--- src/rtl/dio_input_debouncer.sv ---
`default_nettype none
// ============================================================================
// Module      : dio_input_debouncer
// Description : Synchronises and debounces IN_WIDTH raw input pins, emits
//               per-bit edge pulses and a sticky event mask with ack handshake.
// Revision    : 1.0 - initial release
// ============================================================================
module dio_input_debouncer #(
    parameter int IN_WIDTH        = 8,
    parameter int DEBOUNCE_CYCLES = 125000,
    parameter int CNT_WIDTH       = 17
) (
    input  logic                clk_i,
    input  logic                rstn_i,
    input  logic [IN_WIDTH-1:0] pin_i,
    output logic [IN_WIDTH-1:0] val_o,
    output logic [IN_WIDTH-1:0] rise_o,
    output logic [IN_WIDTH-1:0] fall_o,
    output logic                event_valid_o,
    output logic [IN_WIDTH-1:0] event_mask_o,
    input  logic                event_ack_i
);

    localparam logic [0:0]           c_STABLE   = 1'b0;
    localparam logic [0:0]           c_COUNTING = 1'b1;
    localparam logic [CNT_WIDTH-1:0] c_CNT_TERM = CNT_WIDTH'(DEBOUNCE_CYCLES - 1);
    localparam logic [CNT_WIDTH-1:0] c_CNT_ONE  = CNT_WIDTH'(1);

    logic [IN_WIDTH-1:0] r_sync1;
    logic [IN_WIDTH-1:0] r_sync2;
    logic [IN_WIDTH-1:0] r_mask;
    logic                r_valid;
    logic [IN_WIDTH-1:0] w_chg;
    logic [IN_WIDTH-1:0] w_mask_nxt;

    // Two-flop synchroniser; the first stage feeds nothing but the second.
    always_ff @(posedge clk_i or negedge rstn_i) begin
        if (!rstn_i) begin
            r_sync1 <= '0;
            r_sync2 <= '0;
        end else begin
            r_sync1 <= pin_i;
            r_sync2 <= r_sync1;
        end
    end

    generate
        for (genvar i = 0; i < IN_WIDTH; i++) begin : g_bit
            logic [0:0]           r_state;
            logic [0:0]           w_state_nxt;
            logic [CNT_WIDTH-1:0] r_cnt;
            logic [CNT_WIDTH-1:0] w_cnt_nxt;
            logic                 r_val;
            logic                 w_val_nxt;
            logic                 r_rise;
            logic                 r_fall;
            logic                 w_rise_nxt;
            logic                 w_fall_nxt;
            logic                 w_diff;

            assign w_diff = r_sync2[i] ^ r_val;

            always_ff @(posedge clk_i or negedge rstn_i) begin
                if (!rstn_i) begin
                    r_state <= c_STABLE;
                    r_cnt   <= '0;
                    r_val   <= 1'b0;
                    r_rise  <= 1'b0;
                    r_fall  <= 1'b0;
                end else begin
                    r_state <= w_state_nxt;
                    r_cnt   <= w_cnt_nxt;
                    r_val   <= w_val_nxt;
                    r_rise  <= w_rise_nxt;
                    r_fall  <= w_fall_nxt;
                end
            end

            // Any sample equal to the current level restarts the count from zero.
            always_comb begin
                w_state_nxt = r_state;
                w_cnt_nxt   = r_cnt;
                w_val_nxt   = r_val;
                case (r_state)
                    c_STABLE: begin
                        if (w_diff) begin
                            w_state_nxt = c_COUNTING;
                            w_cnt_nxt   = c_CNT_ONE;
                        end else begin
                            w_cnt_nxt   = '0;
                        end
                    end
                    c_COUNTING: begin
                        if (!w_diff) begin
                            w_state_nxt = c_STABLE;
                            w_cnt_nxt   = '0;
                        end else if (r_cnt == c_CNT_TERM) begin
                            w_state_nxt = c_STABLE;
                            w_cnt_nxt   = '0;
                            w_val_nxt   = r_sync2[i];
                        end else begin
                            w_cnt_nxt   = r_cnt + c_CNT_ONE;
                        end
                    end
                    default: begin
                        w_state_nxt = c_STABLE;
                        w_cnt_nxt   = '0;
                    end
                endcase
            end

            // Pulses are registered alongside the level so they line up with it.
            always_comb begin
                w_rise_nxt = w_val_nxt & ~r_val;
                w_fall_nxt = ~w_val_nxt & r_val;
            end

            assign val_o[i]  = r_val;
            assign rise_o[i] = r_rise;
            assign fall_o[i] = r_fall;
        end
    endgenerate

    // Ack clears the old bits, while changes landing in the same cycle survive.
    assign w_chg      = rise_o | fall_o;
    assign w_mask_nxt = (event_ack_i ? '0 : r_mask) | w_chg;

    always_ff @(posedge clk_i or negedge rstn_i) begin
        if (!rstn_i) begin
            r_mask  <= '0;
            r_valid <= 1'b0;
        end else begin
            r_mask  <= w_mask_nxt;
            r_valid <= |w_mask_nxt;
        end
    end

    assign event_mask_o  = r_mask;
    assign event_valid_o = r_valid;

endmodule
`default_nettype wire

--- config.mk ---
export PLATFORM = sky130hd
export DESIGN_NAME = dio_input_debouncer
export DESIGN_NICKNAME = d
export VERILOG_FILES = /design/src/rtl/dio_input_debouncer.sv
export SDC_FILE = /design/constraint.sdc
export NUM_CORES = 1
export LEC_CHECK = 0
export CAP_MARGIN = 15
export CELL_PAD_IN_SITES_DETAIL_PLACEMENT = 1
export CELL_PAD_IN_SITES_GLOBAL_PLACEMENT = 1
export CORE_UTILIZATION = 43
export CTS_BUF_LIST = sky130_fd_sc_hd__clkbuf_16
export CTS_CLUSTER_DIAMETER = 60
export DETAILED_ROUTE_END_ITERATION = 16
export PLACE_DENSITY = 0.83
export SYNTH_ARGS = -nofsm -noshare
export SYNTH_HDL_FRONTEND = slang
export SYNTH_SLANG_ARGS = --single-unit
--- constraint.sdc ---
create_clock -name clk_i -period 1.76 [get_ports clk_i]
set_input_delay 0.352 -clock clk_i [delete_from_list [all_inputs] [get_ports clk_i]]
set_output_delay 0.352 -clock clk_i [all_outputs]
set_load 0.1 [all_outputs]
==> summary.md <==
| Metric | Value |
|---|---|
| Setup TNS | -5.541 ns |
| CTS root buffer | clkbuf_16 |
| I/O Pins | 44 |
| Peak supply drop | 0.0006221 V |
| Total routed wirelength | 27600 µm |
| GR Util All Layers | 24.77% |
| Placed standard-cell area | 10920 µm² |
| Status | finished, violations left |
| Mean number of vias per cell | 5.604 |
| Share of layout cells above drive strength 1 | 29.26% |
| Synth Flop Type | dfrtp_1 |
| Crit path time final | 1.973 ns |
| Residual DRC count | 0 |
| R2R Path Start | g_bit[6].r_cnt[12] |
| Pre-Repair DR Iteration Count | 5 |
| Vias in the first global route | 8261 |
| Via count | 7431 |
| RSZ-0062 raised after global routing | yes |
| Syn Inst Count | 881 |
| Synth Register Bits | 193 |
| Number of synthesized flops with an enable pin | 0 |
| DPL Wire Length | 17590 µm |
| Crit path arrival time | 2.30 ns |
| Worst Path Max Fanout | 4 |
| Worst-Margin Slew | 0.4949 ns |
| Worst setup path endpoint | g_bit[6].r_cnt[1] |
| Initial Utilization | 44.18% |
| Clock Latency Late Sink | 0.44 ns |
| Crit-path slowest cell | or4b_4 |
| Fin area | 12050 µm² |
| Num CTS Buffers | 17 |
| DP Cell Count | 1273 |
| Initial DRC Count | 390 |
| Leakage power | 4.887 nW |
| Most common cell after layout, fill and taps aside | dfrtp_1 |
| Mapped Area | 9026 µm² |
| Hold path start | pin_i[0] |
| # diodes | 0 |
| Worst reg2reg path endpoint | g_bit[6].r_cnt[1] |
| Post-Synthesis Net Count | 900 |
| Post-Syn Area per Cell | 10.25 µm² |
| Maximum root-to-sink buffer count | 2 |
| Worst Hold Class | in -> reg |
| CP required | 2.09 ns |
| Worst Setup Start Kind | flip-flop |
| Sink Count | 193 |
| Crit share post-route | 112.1% |
| Fin. Hold Viols | 0 |
| Routed WL per cell | 20.81 µm |
| Grt total ovfl | 0 |
| CP peak stage delay | 0.51 ns |
| Area grow syn2layout | 33.53% |
| First-pass GRT wire length | 41970 µm |
| Kind of end point of the critical path | flip-flop |
| Core area | 20430 µm² |
| Die area | 21570 µm² |
| Final Skew | 0.01071 ns |
| Netlist cell types | 52 |
| Final Setup Violations | 54 |
| R2R cell count | 5 |
| Number of nets in the layout | 1065 |
| Max Clock Freq | 506.8 MHz |
| Setup Crit Path Kind | reg -> reg |
| Fin. max-slew vios | 0 |
| Power per cell area | 715.1 nW/µm² |
| PortBufs | 43 |
| Largest net degree at the start of global routing | 52 |
| Slew headroom | 66.71% |
| Tot Pwr | 0.008619 W |
| Crit-path cells | nor4b_4 > or4b_4 > o41ai_4 > buf_4 > nor2_2 |
| Initial antenna violation count | 0 |
| Non-filler cells, final | 1326 |
| Max Cap Violations | 0 |
| Fillers | 2167 |
| ANT nets after route | 0 |
| Register area share after synthesis | 53.51% |
| Row count | 52 |
| Most frequent cells in the layout | 187 x dfrtp_1, 136 x buf_4, 122 x nor2_1, 88 x xnor2_1, 53 x nand3_1 |
| GP Congestion | 0.7797 |
| CTS tree | yes |
| Crit path from | g_bit[6].r_cnt[12] |
| CTS H-tree lvls | 4 |
| Die height | 146.9 µm |
| Failing checks | setup timing |
| Clk pin slew, worst setup/hold paths | 0.07 ns |
| Asr flop ratio synth | 100.0% |
| Die width | 146.9 µm |
| Reg2reg setup slack | -0.21 ns |
| Setup WS post-layout | -0.2133 ns |
| Yosys warnings | 0 |
[final cells by class]
class / count / area (µm²) / share of cell area (%)
Multi-Input combinational cell: 612 / 4259 / 35.34
Sequential cell: 193 / 4837 / 40.13
Clock buffer: 17 / 425.4 / 3.530
Tap cell: 270 / 337.8 / 2.803
Clock inverter: 12 / 103.9 / 0.8616
Inverter: 32 / 120.1 / 0.9966
Timing Repair Buffer: 190 / 1969 / 16.34
[sequential cells by signal, summed over array words and instances (netlist names)]
register / count
g_bit.r_cnt: 136
r_sync2: 8
g_bit.r_val: 8
r_sync1: 8
g_bit.r_fall: 8
g_bit.r_rise: 8
event_mask_o: 8
g_bit.r_state: 8
event_valid_o: 1
[power by group]
part	total (W)	internal, W	switching, W
registers	0.00454	0.00449	0.0000528
clock network	0.00368	0.00203	0.00166
logic	0.000398	0.000157	0.000241
[synth_stat cells, types with 2 or more instances]
| cell | instances | area, µm² |
|---|---|---|
| or3_1 | 8 | 50.05 |
| clkbuf_1 | 13 | 48.80 |
| nor4b_1 | 7 | 61.31 |
| mux2_2 | 8 | 90.09 |
| a211oi_1 | 6 | 45.04 |
| or4_1 | 11 | 82.58 |
| nand4b_1 | 4 | 35.03 |
| nor3b_1 | 5 | 37.54 |
| or4b_2 | 2 | 20.02 |
| nor2b_1 | 8 | 50.05 |
| a31o_2 | 2 | 17.52 |
| ha_1 | 8 | 100.1 |
| nor3_1 | 32 | 160.2 |
| xor2_1 | 23 | 201.4 |
| nand4bb_1 | 3 | 33.78 |
| or4b_1 | 2 | 20.02 |
| dfrtp_1 | 193 | 4830 |
| buf_2 | 2 | 10.01 |
| a21oi_1 | 17 | 85.08 |
| and3b_1 | 12 | 105.1 |
| nor4bb_1 | 2 | 20.02 |
| o31ai_1 | 8 | 60.06 |
| xnor2_1 | 88 | 770.7 |
| nand4_1 | 23 | 143.9 |
| o21ai_1 | 6 | 30.03 |
| nand3_1 | 56 | 280.3 |
| o21ai_0 | 12 | 60.06 |
| inv_1 | 32 | 120.1 |
| nor4_1 | 35 | 219.0 |
| and3_1 | 13 | 81.33 |
| and4_1 | 2 | 17.52 |
| nor2_1 | 143 | 536.8 |
| buf_4 | 27 | 202.7 |
| nand2_1 | 43 | 161.4 |
| or2_2 | 6 | 37.54 |
| o41ai_1 | 2 | 17.52 |
| or3b_2 | 2 | 17.52 |
[what timing repair did]
action / in CTS / in global routing
cloned: 0 / 1
pin swaps: 14 / 39
endpoints found under the hold margin: 46 / 0
endpoints found under the setup margin: 52 / 58
hold buffers: 1 / 0
buffers inserted: 9 / 13
gates resized for setup: 21 / 78
[worst max-delay path: cells and delay by family (launching register included)]
kind,cells,cell delay [ns]
buf+inv,1,0.23
compound gates,1,0.32
simple gates,3,0.90
flops,1,0.41
[routing by layer]
layer / global-route usage [%] / vias up / wire length [µm]
met5: 0 / - / 0
met4: 9.792 / 0 / 853
met3: 4.596 / 60 / 814
met2: 45.52 / 161 / 15130
met1: 28.26 / 3851 / 10800
li1: - / 3359 / -
[worst min-delay path by stage]
stage | cells after the start | endpoint | slack, ns
after floorplan | 0 | event_mask_o[0] | 0.06
after global placement | 0 | r_sync2[7] | 0.33
after detailed placement | 0 | r_sync2[7] | 0.34
after CTS | 1 | r_sync1[0] | 0.34
after global routing | 1 | r_sync1[1] | 0.33
final | 1 | r_sync1[0] | 0.34
[cell families (layout without fill, tap and decap cells)]
logic type	after synthesis	count (layout)	share of synthesized area [%]
mux	8	8	0.9981
fa+ha+maj	8	8	1.109
xor+xnor	111	111	10.77
simple gates	429	429	25.23
compound gates	56	56	3.979
flops	193	193	53.51
buf+inv	76	251	4.408
[through the flow]
step,worst slack [ns],hold WS (ns),utilization [%]
2_1_floorplan,-0.1771,0.05641,-
3_3_place_gp,-0.1970,0.3311,53.45
3_5_place_dp,-0.2694,0.3393,53.45
4_1_cts,-0.1777,0.3372,56.95
5_1_grt,-0.2529,0.3315,59.00
6_report,-0.2133,0.3396,59.00
(Power assumes the default switching activity.)
